==> config.mk <==
export PLATFORM = sky130hd
export DESIGN_NAME = note_judge
export DESIGN_NICKNAME = d
export VERILOG_FILES = /design/src/rtl/note_judge_pkg.sv /design/src/rtl/note_judge_btn_sync_edge.sv /design/src/rtl/note_judge.sv
export SDC_FILE = /design/constraint.sdc
export NUM_CORES = 1
export LEC_CHECK = 0
export CORE_MARGIN = 8
export CORE_UTILIZATION = 50
export DETAILED_ROUTE_END_ITERATION = 12
export PLACE_DENSITY = 0.87
export SLEW_MARGIN = 20
export SYNTH_ARGS = -nofsm -noshare
export SYNTH_HDL_FRONTEND = slang
export SYNTH_SLANG_ARGS = --single-unit
==> constraint.sdc <==
create_clock -name clk -period 5.7 [get_ports clk]
set_clock_uncertainty 0.05 [all_clocks]
set_input_delay 1.14 -clock clk [delete_from_list [all_inputs] [get_ports clk]]
set_output_delay 1.14 -clock clk [all_outputs]
set_load 0.01 [all_outputs]
==> src/rtl/note_judge_pkg.sv <==
// note_judge_pkg: shared FSM encoding, saturation limits and scoring defaults.
package note_judge_pkg;
   typedef enum logic [1:0] {IDLE = 2'd0, ARMED = 2'd1, JUDGED = 2'd2} state_t;
   localparam logic [7:0]  SAT8  = 8'hFF;
   localparam logic [15:0] SAT16 = 16'hFFFF;
   localparam int DEF_BONUS_THRESH = 10;
   localparam int DEF_SCORE_HIT    = 1;
   localparam int DEF_SCORE_BONUS  = 2;
endpackage

==> src/rtl/note_judge_btn_sync_edge.sv <==
// btn_sync_edge: 2-flop synchronizer plus registered rising-edge detect of a raw button.
module btn_sync_edge (
   input  logic clk,
   input  logic rst,
   input  logic btn_i,
   output logic press_o
);
   logic s1_q, s2_q, s3_q, en_q, seen_q, press_q;
   // an edge only counts once the button has been seen released after reset
   always_ff @(posedge clk or negedge rst) begin
      if (!rst) begin
         s1_q    <= 1'b0;
         s2_q    <= 1'b0;
         s3_q    <= 1'b0;
         en_q    <= 1'b0;
         seen_q  <= 1'b0;
         press_q <= 1'b0;
      end else begin
         s1_q    <= btn_i;
         s2_q    <= s1_q;
         s3_q    <= s2_q;
         en_q    <= 1'b1;
         seen_q  <= seen_q | (en_q & ~s1_q);
         press_q <= s2_q & ~s3_q & seen_q;
      end
   end
   assign press_o = press_q;
endmodule

==> src/rtl/note_judge.sv <==
// note_judge: judges synchronized button presses against the note at the judge slot and keeps combo/score.
module note_judge
   import note_judge_pkg::*;
#(
   parameter int BONUS_THRESH = DEF_BONUS_THRESH,
   parameter int SCORE_HIT    = DEF_SCORE_HIT,
   parameter int SCORE_BONUS  = DEF_SCORE_BONUS
) (
   input  logic        clk,
   input  logic        rst,
   input  logic        song_active,
   input  logic        note_tick,
   input  logic        note_R_judge,
   input  logic        note_B_judge,
   input  logic        red_button,
   input  logic        blue_button,
   output logic        delete,
   output logic [7:0]  combo,
   output logic [7:0]  max_combo,
   output logic [15:0] score,
   output logic        hit_flash,
   output logic        miss_flash
);
   logic press_r, press_b;
   btn_sync_edge u_red  (.clk(clk), .rst(rst), .btn_i(red_button),  .press_o(press_r));
   btn_sync_edge u_blue (.clk(clk), .rst(rst), .btn_i(blue_button), .press_o(press_b));
   state_t      state_q;
   logic        sa_q, delete_q, hit_q, miss_q;
   logic [7:0]  combo_q, max_q, combo_inc;
   logic [15:0] score_q, pts, score_d;
   logic [16:0] score_sum;
   logic        note_ok, judged, match, rise;
   always_comb begin
      note_ok   = note_R_judge ^ note_B_judge;
      judged    = (press_r | press_b) & note_ok;
      match     = (press_r ^ press_b) & (press_r ? note_R_judge : note_B_judge);
      rise      = song_active & ~sa_q;
      combo_inc = (combo_q == SAT8) ? combo_q : combo_q + 8'd1;
      pts       = (int'(combo_q) >= BONUS_THRESH) ? 16'(SCORE_BONUS) : 16'(SCORE_HIT);
      score_sum = {1'b0, score_q} + {1'b0, pts};
      score_d   = score_sum[16] ? SAT16 : score_sum[15:0];
   end
   // a song start only happens from IDLE, so the clear never collides with a judgement
   always_ff @(posedge clk or negedge rst) begin
      if (!rst) begin
         state_q  <= IDLE;
         sa_q     <= 1'b0;
         delete_q <= 1'b0;
         hit_q    <= 1'b0;
         miss_q   <= 1'b0;
         combo_q  <= 8'd0;
         max_q    <= 8'd0;
         score_q  <= 16'd0;
      end else begin
         sa_q     <= song_active;
         delete_q <= 1'b0;
         hit_q    <= 1'b0;
         miss_q   <= 1'b0;
         if (!song_active) state_q <= IDLE;
         else begin
            if (rise) begin
               combo_q <= 8'd0;
               max_q   <= 8'd0;
               score_q <= 16'd0;
            end
            case (state_q)
               IDLE, JUDGED: if (note_tick) state_q <= ARMED;
               ARMED: begin
                  if (judged) begin
                     delete_q <= match;
                     hit_q    <= match;
                     miss_q   <= ~match;
                     combo_q  <= match ? combo_inc : 8'd0;
                     max_q    <= (match && combo_inc > max_q) ? combo_inc : max_q;
                     score_q  <= match ? score_d : score_q;
                     state_q  <= note_tick ? ARMED : JUDGED;
                  end else if (note_tick && note_ok) begin
                     miss_q  <= 1'b1;
                     combo_q <= 8'd0;
                  end
               end
               default: state_q <= IDLE;
            endcase
         end
      end
   end
   assign delete     = delete_q;
   assign hit_flash  = hit_q;
   assign miss_flash = miss_q;
   assign combo      = combo_q;
   assign max_combo  = max_q;
   assign score      = score_q;
endmodule

# [Word level (Yosys, flattened, before mapping)]
# Cells that the tools add are included.
[op_classes] n_reduce_logical=7 shift=0 addsub=2 div_mod_pow=0 n_bitwise=20 mux=29 n_lt_le_gt_ge=2 n_eq_ne=7 multipliers=0
[ops] cell="$mux 16" count=5
[ops] cell="$mux 8" count=10
[ops] cell="$add 16x2->17" count=1
[ops] cell="$ne 3x3->1 const B" count=4
[ops] cell="$mux 2" count=5
[ops] cell="$and 1x1->1" count=9
[ops] cell="$add 8x1->8 const B" count=1
[ops] cell="$eq 8x8->1 const B" count=1
[ops] cell="$ge 8x4->1 const B" count=1
[ops] cell="$gt 8x8->1" count=1
[ops] cell="$mux 1" count=8
[ops] cell="$not 1->1" count=6
[ops] cell="$reduce_and 2->1" count=3
[ops] cell="$pmux 2 s2" count=1
[ops] cell="$or 1x1->1" count=3
[ops] cell="$eq 2x1->1 const B" count=1
[ops] cell="$eq 2x2->1 const B" count=1
[ops] cell="$logic_and 1x1->1" count=2
[ops] cell="$logic_not 2->1" count=1
[ops] cell="$reduce_or 2->1" count=1
[ops] cell="$xor 1x1->1" count=2
[word_totals] reg_bits=48 input_bits=8 memories=0 mem_bits_rw=0 latchBits=0 elab_cells=85 mem_bits_ro=0 out_inout_bits=35

# [Longest topological paths before layout]
# Gate-level depths: netlist (run 1).
[logic_depth] word_depth=7 depth_mapped=13 depth_no_buf=12

# [By module]
# Synthesis (run 1) repeated with hierarchy kept, for this count alone.
[hier_totals] hier_cells=264 hier_area_um2=2546.2
[by_module_without_submodules] module="note_judge" seq_area_each_um2=925.9 area_per_inst_um2=2200.9 instances=1 cells_each=242
[by_module_without_submodules] module="btn_sync_edge" seq_area_each_um2=150.1 area_per_inst_um2=172.7 instances=2 cells_each=11

# [Worst setup path before layout (run 1)]
# OpenSTA, ideal clock, no wires.
[synth_path] path_type="reg2reg" start="register combo_q[0], in the netlist combo[0]" end="register score_q[5], in the netlist score[5]" t_required_ns=5.539 arrival_ns=2.793 path_buffers=1 setup_ns=0.111 path_stages_with_launch=14 slack_ns=2.746 period_less_slack_ns=2.954 cell_sequence="dfrtp_1 > inv_1 > ha_1 > o31ai_1 > nand2_1 > inv_1 > ha_1 > fa_1 > and4_4 > nand4_4 > or3_1 > buf_6 > a21bo_1 > a222oi_1"
[synth_via] elab_chain_len=7
[synth_rtl] item="start, declared" line_no="note_judge.sv:29" text="logic [7:0] combo_q, max_q, combo_inc;"
[synth_rtl] item="start signal, assigned" line_no="note_judge.sv:73" text="combo_q <= match ? combo_inc : 8'd0;"
[synth_rtl] item="$ge 8x4->1" line_no="note_judge.sv:39" text="pts = (int'(combo_q) >= BONUS_THRESH) ? 16'(SCORE_BONUS) : 16'(SCORE_HIT);"
[synth_rtl] item="$mux 2" line_no="note_judge.sv:39"
[synth_rtl] item="$add 16x2->17" line_no="note_judge.sv:40" text="score_sum = {1'b0, score_q} + {1'b0, pts};"
[synth_rtl] item="$mux 16" line_no="note_judge.sv:41" text="score_d = score_sum[16] ? SAT16 : score_sum[15:0];"
[synth_rtl] item="$mux 16" line_no="note_judge.sv:75" text="score_q <= match ? score_d : score_q;"
[synth_rtl] item="$mux 16" line_no="note_judge.sv:69" text="if (judged) begin"
[synth_rtl] item="$mux 16" line_no="note_judge.sv:66" text="case (state_q)"
[synth_rtl] item="end signal, assigned" line_no="note_judge.sv:75"
[synth_rtl] item="end, declared" line_no="note_judge.sv:30" text="logic [15:0] score_q, pts, score_d;"
# Every way passes these cells. The select of a mux whose other input is x is not followed.
# A chain may end at the register's enable or synchronous reset.

# [Worst setup path in the final report (run 1)]
# Same ends and word-level chain as after synthesis.

==> metrics.md, run 1 <==
| Metric | Value |
|---|---|
| Outcome | `completed` |
| First-pass GRT wire length | `9580 um` |
| Period minus WS final | `3.34 ns` |
| Share of cells above drive strength 1 | `5.84%` |
| Synth unique cells | `52` |
| Starting density of the core | `51.7%` |
| Sum Neg Setup Slack | `0 ns` |
| Post-Place Cells | `370` |
| DRT antenna net count | `0` |
| DRT Pass-1 Iters | `4` |
| Crit path DAT | `3.49 ns` |
| CTS resizes | `0` |
| Cts bufs inserted | `5` |
| Detailed-route via count | `2,144` |
| Worst-Margin Slew | `0.741 ns` |
| Delay of the slowest critical-path stage | `0.54 ns` |
| GR Util All Layers | `15.6%` |
| Worst-skew pair later-pin latency | `0.30 ns` |
| Critical Path RT | `5.85 ns` |
| H-Tree Depth | `2` |
| CTS tree | `done` |
| Area grow syn2layout | `21.6%` |
| Fraction of registers with async set or reset after synthesis | `100%` |
| Static Leak | `1.44 nW` |
| Peak VDD IR | `0.157 mV` |
| Final WL | `5690 um` |
| Max-cap violations | `0` |
| Ant. Diodes | `0` |
| Final Hold Vio Count | `0` |
| Yosys reg bits | `48` |
| Total gr overflow | `0` |
| GP Congestion | `0.834` |
| Die area | `7820 um2` |
| CP Class | `flip-flop to flip-flop` |
| CTS max path bufs | `2` |
| Netlist Area Pre-Place | `2620 um2` |
| Post-synth top flop | `dfrtp_1` |
| Clock-pin transition on the worst setup and hold timing paths | `0.09 ns` |
| CTS root buf | `clkbuf_8` |
| Final period util | `58.6%` |
| NumNets Final | `329` |
| Synth Area per Inst | `9.86 um2` |
| Post-CTS setup repair buffer count | `0` |
| Num rows | `26` |
| Worst hold path class | `flip-flop to flip-flop` |
| Finish-stage setup viols | `0` |
| CP endpoint kind | `flip-flop` |
| Detailed-route wire length per cell | `15.1 um` |
| Crit path cell chain | `inv_1, ha_1, o31ai_1, nand2_1, inv_1, ha_1, fa_1, and4_4, nand4_4, or3_1, a21bo_1, a222oi_1` |
| Number of antenna violations at the first check in global routing | `0` |
| Post-Layout Cell Count | `378` |
| Ports | `43` |
| Type of origin of the critical path | `flip-flop` |
| Headroom to the max-slew limit | `50.5%` |
| Num Clock Sinks | `48` |
| Port Buffers | `42` |
| Synth Instances | `266` |
| YS warnings | `0` |
| Max-slew violation count | `0` |
| Number of synthesized flops with an enable pin | `0` |
| Syn Nets | `288` |
| Unrepaired setup endpoints after global routing | `no` |
| Vias in the first global route | `2,091` |
| PD cells | `202 nW/um2` |
| Largest net degree at the start of global routing | `49` |
| Sequential element share of the synthesized area | `45.8%` |
| Fmax | `299 MHz` |
| Die Wd | `88.4 um` |
| CP Max Fanout | `10` |
| Initial drt markers | `133` |
| Vias per inst | `5.67` |
| DRC viols | `0` |
| DP HPWL | `4210 um` |
| Worst R2R Setup Slack | `2.36 ns` |
| Slowest CP cell | `or3_1` |
| Placeable Area | `5070 um2` |
| Cts-stage hold buffer count | `0` |
| DIE HEIGHT | `88.4 um` |
-- worst max-delay path: cells and delay by family (launching register included) --
kind | cells | cell delay (ns)
flops | 1 | 0.45
buf+inv | 2 | 0.20
compound gates | 3 | 0.73
fa+ha+maj | 3 | 0.67
simple gates | 4 | 1.13
-- through the flow --
| step | hold slack [ns] | worst slack [ns] | utilization [%] | power, mW | cell area (um2) |
|---|---|---|---|---|---|
| after global routing | 0.345 | 2.11 | 62.9 | 0.671 | 3190 |
| final | 0.325 | 2.36 | 62.9 | 0.644 | 3190 |
| after CTS | 0.329 | 2.36 | 62.8 | 0.654 | 3190 |
| after global placement | 0.301 | 2.30 | 60.4 | 0.392 | 3070 |
| after floorplan | 0.297 | 2.75 | - | 0.374 | 2620 |
| after detailed placement | 0.310 | 2.25 | 60.4 | 0.393 | 3070 |
-- kinds of logic after synthesis --
group,after synthesis,share of synthesized area [%]
AND/OR/NAND/NOR,94,19.1
AO/OA/AOI/OAI,60,16.1
flip-flops,48,45.8
buffers and inverters,34,6.20
adder cells (fa/ha/maj),14,6.96
multiplexers,11,4.43
XOR/XNOR,4,1.34
other,1,0.143
-- cells in the mapped netlist, types with 3 or more instances --
cell type  number  area share [%]
a211oi_1        4             1.1
a21o_1          3            0.86
a21oi_1        11             2.1
a22o_1          4             1.3
and3_1          4            0.95
buf_6           3             1.3
clkbuf_1        3            0.43
dfrtp_1        48              46
ha_1           13             6.2
inv_1          25             3.6
mux2i_1         9             3.4
nand2_1        29             4.1
nand3_1        12             2.3
nand4_1         8             1.9
nor2_1         12             1.7
nor2b_1         3            0.72
nor3_1          8             1.5
nor4_1          3            0.72
o21ai_0        16             3.1
o31ai_1         3            0.86
xnor2_1         3             1.0
-- final timing paths --
check                      cells past startpoint                       end                  start
max                                           12      score[5]$_DFFE_PN0P_   combo[0]$_DFFE_PN0P_
min                                            0     u_blue.s3_q$_DFF_PN0_  u_blue.s2_q$_DFF_PN0_
max reg2reg                                   12      score[5]$_DFFE_PN0P_   combo[0]$_DFFE_PN0P_
min reg2reg                                    0     u_blue.s3_q$_DFF_PN0_  u_blue.s2_q$_DFF_PN0_
max in group asynchronous                      1   u_red.press_o$_DFF_PN0_                    rst
min in group asynchronous                      1  max_combo[5]$_DFFE_PN0P_                    rst
-- per-layer routing --
layer / track usage (%) / vias to the layer above / part of all wire, % / wire, um
met5: 0 / - / 0 / 0
met4: 6.45 / 0 / 1.4 / 82
met3: 4.36 / 9 / 7.7 / 440
met2: 26.1 / 70 / 48 / 2760
met1: 18.1 / 1032 / 42 / 2410
li1: - / 1033 / - / -
-- final cells by class --
class	count	area (um2)
Timing Repair Buffer	42	418
Clock buffer	6	82.6
Sequential cell	48	1200
Multi-Input combinational cell	184	1260
Tap cell	70	87.6
Clock inverter	2	38.8
Inverter	26	103
Fill cell	442	1880
-- flip-flops by register name (all words and copies together) (netlist names), 2 cells and up --
signal / cells
score: 16
combo: 8
state_q: 2
max_combo: 8
-- power by group --
| part | internal, mW | leakage (nW) | switching, mW |
|---|---|---|---|
| logic | 0.0144 | 0.742 | 0.0225 |
| registers | 0.346 | 0.638 | 0.00336 |
| clock network | 0.143 | 0.0614 | 0.114 |
| total | 0.503 | 1.44 | 0.140 |
-- layout by cell type (no fill, tap or decap), types with 6 or more instances in the layout --
cell type and n:
dfrtp_1 48, clkdlybuf4s50_1 41, nand2_1 29, inv_1 25
o21ai_0 16, ha_1 13, nand3_1 12, nor2_1 12
a21oi_1 11, mux2i_1 9, nand4_1 8, nor3_1 8
clkbuf_8 6
Note: power is estimated with default switching activity, not from simulation.
==> run 2, diff against run 1 <==
Settings changed: CORE_UTILIZATION 50 to 48.
Clock period 5.7 ns to 2.7 ns, I/O delays scaled along.
==> run 2 against run 1 <==
The flow now finishes with violations (negative setup slack). Final area grew 16%. Critical path depth grew 1. Setup slack lost 2.4 ns. Global-route usage grew 0.25 points. Routed wire length grew 22%. Non-clock buffer count grew 41. Core utilization grew 5.5 points. Die area grew 3.4%. Sequential share of layout area shrank 5.0 points. Via count grew 11%. Total power grew 100%. Hold slack lost 0.017 ns. Critical path type unchanged. Critical endpoint is now max_combo[2]$_DFFE_PN0P_. Largest power group unchanged.
==> metrics.md, run 2 (synthesis results as in run 1) <==
| Metric | Value |
|---|---|
| First-pass GRT wire length | `10,800 um (was 9580 um)` |
| Detailed-route wire length per cell | `16.5 um (was 15.1 um)` |
| CTS root buf | `clkbuf_8 (unchanged)` |
| Most frequent cells in the layout | `dfrtp_1, clkdlybuf4s50_1, buf_4 (was dfrtp_1, clkdlybuf4s50_1, nand2_1)` |
| Most common cell after layout, fill and taps aside | `dfrtp_1 (unchanged)` |
| Fmax | `366 MHz (was 299 MHz)` |
| CP Class | `flip-flop to flip-flop (unchanged)` |
| Static Leak | `1.64 nW (was 1.44 nW)` |
| Psw | `0.314 mW (was 0.140 mW)` |
| Area grow syn2layout | `40.9% (was 21.6%)` |
| Final Hold Vio Count | `0 (unchanged)` |
| Clock Power Share | `35.6% (was 40.0%)` |
| Share of cells above drive strength 1 | `28.1% (was 5.84%)` |
| Ports | `43 (unchanged)` |
| PD cells | `350 nW/um2 (was 202 nW/um2)` |
| Max reg flops | `16 (unchanged)` |
| Detailed-route via count | `2,380 (was 2,144)` |
| Outcome | `finished, violations left (was completed)` |
| Worst-Margin Slew | `0.920 ns (was 0.741 ns)` |
| Multi-input logic area | `1470 um2 (was 1260 um2)` |
| Type of origin of the critical path | `flip-flop (unchanged)` |
| DP HPWL | `4670 um (was 4210 um)` |
| Post-Layout Cell Count | `421 (was 378)` |
| DIE HEIGHT | `89.9 um (was 88.4 um)` |
| Num Clock Sinks | `48 (unchanged)` |
| Total gr overflow | `0 (unchanged)` |
| Worst hold path class | `primary input to async pin (was flip-flop to flip-flop)` |
| CTS tree | `done (unchanged)` |
| H-Tree Depth | `2 (unchanged)` |
| Vias in the first global route | `2,290 (was 2,091)` |
| Failing checks | `negative setup slack` |
| CP endpoint kind | `flip-flop (unchanged)` |
| DRC viols | `0 (unchanged)` |
| Num rows | `27 (was 26)` |
| Starting density of the core | `48.5% (was 51.7%)` |
| Total Power | `1.29 mW (was 0.644 mW)` |
| DRT antenna net count | `0 (unchanged)` |
| Number of antenna violations at the first check in global routing | `0 (unchanged)` |
| DRT Pass-1 Iters | `5 (was 4)` |
| Crit path DAT | `2.89 ns (was 3.49 ns)` |
| Initial drt markers | `154 (was 133)` |
| CP Max Fanout | `7 (was 10)` |
| Placeable Area | `5410 um2 (was 5070 um2)` |
| Headroom to the max-slew limit | `38.7% (was 50.5%)` |
| Cts bufs inserted | `5 (unchanged)` |
| Final period util | `101% (was 58.6%)` |
| Vias per inst | `5.65 (was 5.67)` |
| Cts-stage hold buffer count | `0 (unchanged)` |
| Period minus WS final | `2.73 ns (was 3.34 ns)` |
| Post-Place Cells | `402 (was 370)` |
| Largest net degree at the start of global routing | `42 (was 49)` |
| Peak VDD IR | `0.267 mV (was 0.157 mV)` |
| Switching Share | `24.3% (was 21.8%)` |
| CTS max path bufs | `2 (unchanged)` |
| Critical Path RT | `2.86 ns (was 5.85 ns)` |
| GR Util All Layers | `15.8% (was 15.6%)` |
| Port Buffers | `42 (unchanged)` |
| Ant. Diodes | `0 (unchanged)` |
| DP Worst Slack | `-0.112 ns (was 2.25 ns)` |
| NumNets Final | `370 (was 329)` |
| Max-slew violation count | `0 (unchanged)` |
| Comb power frac | `7.4% (was 5.7%)` |
| P_int | `0.980 mW (was 0.503 mW)` |
| Finish-stage setup viols | `2 (was 0)` |
| Unrepaired setup endpoints after global routing | `yes (was no)` |
| Reg power frac | `57.0% (was 54.2%)` |
| Fin worst setup slack | `-0.0310 ns (was 2.36 ns)` |
| GP Congestion | `0.928 (was 0.834)` |
| Slowest CP cell | `dfrtp_2 (was or3_1)` |
| Sum Neg Setup Slack | `-0.0435 ns (was 0 ns)` |
| Worst-skew pair later-pin latency | `0.31 ns (was 0.30 ns)` |
| # fillers | `386 (was 442)` |
| Die Wd | `89.9 um (was 88.4 um)` |
| Delay of the slowest critical-path stage | `0.46 ns (was 0.54 ns)` |
| Clock-pin transition on the worst setup and hold timing paths | `0.10 ns (was 0.09 ns)` |
| Die area | `8090 um2 (was 7820 um2)` |
| R2r worst-path depth | `13 (was 12)` |
| Crit path cell chain | `ha_4, nand4_1, buf_4, nor2_4, nor2_2, xnor2_2, inv_1, ha_4, nand4_1, buf_4, o221ai_4, buf_6, mux2i_1 (was inv_1, ha_1, o31ai_1, nand2_1, inv_1, ha_1, fa_1, and4_4, nand4_4, or3_1, a21bo_1, a222oi_1)` |
| Max-cap violations | `0 (unchanged)` |
| Register area | `1210 um2 (was 1200 um2)` |
| Final WL | `6930 um (was 5690 um)` |
==> run 2: changes by cell type in the layout (fill, tap and decap cells not counted), sizes merged <==
cell,previous run,this run
buf,1,42
clkinv,2,1
clkinvlp,0,2
bufinv,1,0
==> run 2: what timing repair did <==
item                                    4_1_cts  5_1_grt
endpoints found under the hold margin         0        0
setup buffers                                 6        6
pin swaps                                     2       14
endpoints found under the setup margin       17       21
resized for setup                            13       35
==> run 2: area by class of cell <==
class                           instances  share of cell area, %
Tap cell                               72                   2.44
Clock inverter                          2                  0.406
Sequential cell                        48                   32.6
Timing Repair Buffer                   83                   19.9
Multi-Input combinational cell        184                   39.6
Inverter                               26                   2.78
Clock buffer                            6                   2.23
==> run 2: path summary, 6_finish.rpt <==
check	endpoint	start	slack (ns)
max	max_combo[2]$_DFFE_PN0P_	combo[1]$_DFFE_PN0P_	-0.03
min	max_combo[4]$_DFFE_PN0P_	rst	0.31
max reg2reg	max_combo[2]$_DFFE_PN0P_	combo[1]$_DFFE_PN0P_	-0.03
min reg2reg	u_red.s3_q$_DFF_PN0_	u_red.s2_q$_DFF_PN0_	0.32
max in group asynchronous	state_q[0]$_DFFE_PN0P_	rst	1.61
min in group clk	u_red.s3_q$_DFF_PN0_	u_red.s2_q$_DFF_PN0_	0.32
==> run 2: metal layers <==
| layer | GRT usage, % | part of all wire, % | vias up |
|---|---|---|---|
| li1 | - | - | 1116 |
| met1 | 19.1 | 41 | 1138 |
| met2 | 25.8 | 49 | 110 |
| met3 | 4.90 | 7.8 | 16 |
| met4 | 5.69 | 2.2 | 0 |
| met5 | 0 | 0 | - |
==> run 2: metrics by stage <==
stage | hold slack [ns] | utilization (%) | instance area [um2]
global route | 0.342 | 68.4 | 3700
CTS | 0.325 | 64.9 | 3510
finish | 0.308 | 68.4 | 3700
floorplan | 0.194 | - | 2630
detailed placement | 0.314 | 61.1 | 3300
global placement | 0.298 | 61.1 | 3300
==> run 2: worst max-delay path, delay by kind of cell (launching register included) <==
| kind | cells | cell delay (ns) |
|---|---|---|
| buffers and inverters | 4 | 0.65 |
| AOI/OAI and AO/OA | 1 | 0.19 |
| and+or+nand+nor | 4 | 0.47 |
| muxes | 1 | 0.21 |
| adders and majority gates | 2 | 0.44 |
| DFF | 1 | 0.46 |
| xor gates and xnor gates | 1 | 0.15 |
==> run 2: power groups by stage <==
stage / clock [mW] / combinational [mW] / sequential [mW]
3_3_place_gp: 0 / 0.0886 / 0.750
6_report: 0.461 / 0.0963 / 0.737
4_1_cts: 0.460 / 0.0936 / 0.737
5_1_grt: 0.488 / 0.107 / 0.739
2_1_floorplan: 0 / 0.0401 / 0.751
3_5_place_dp: 0 / 0.0908 / 0.751
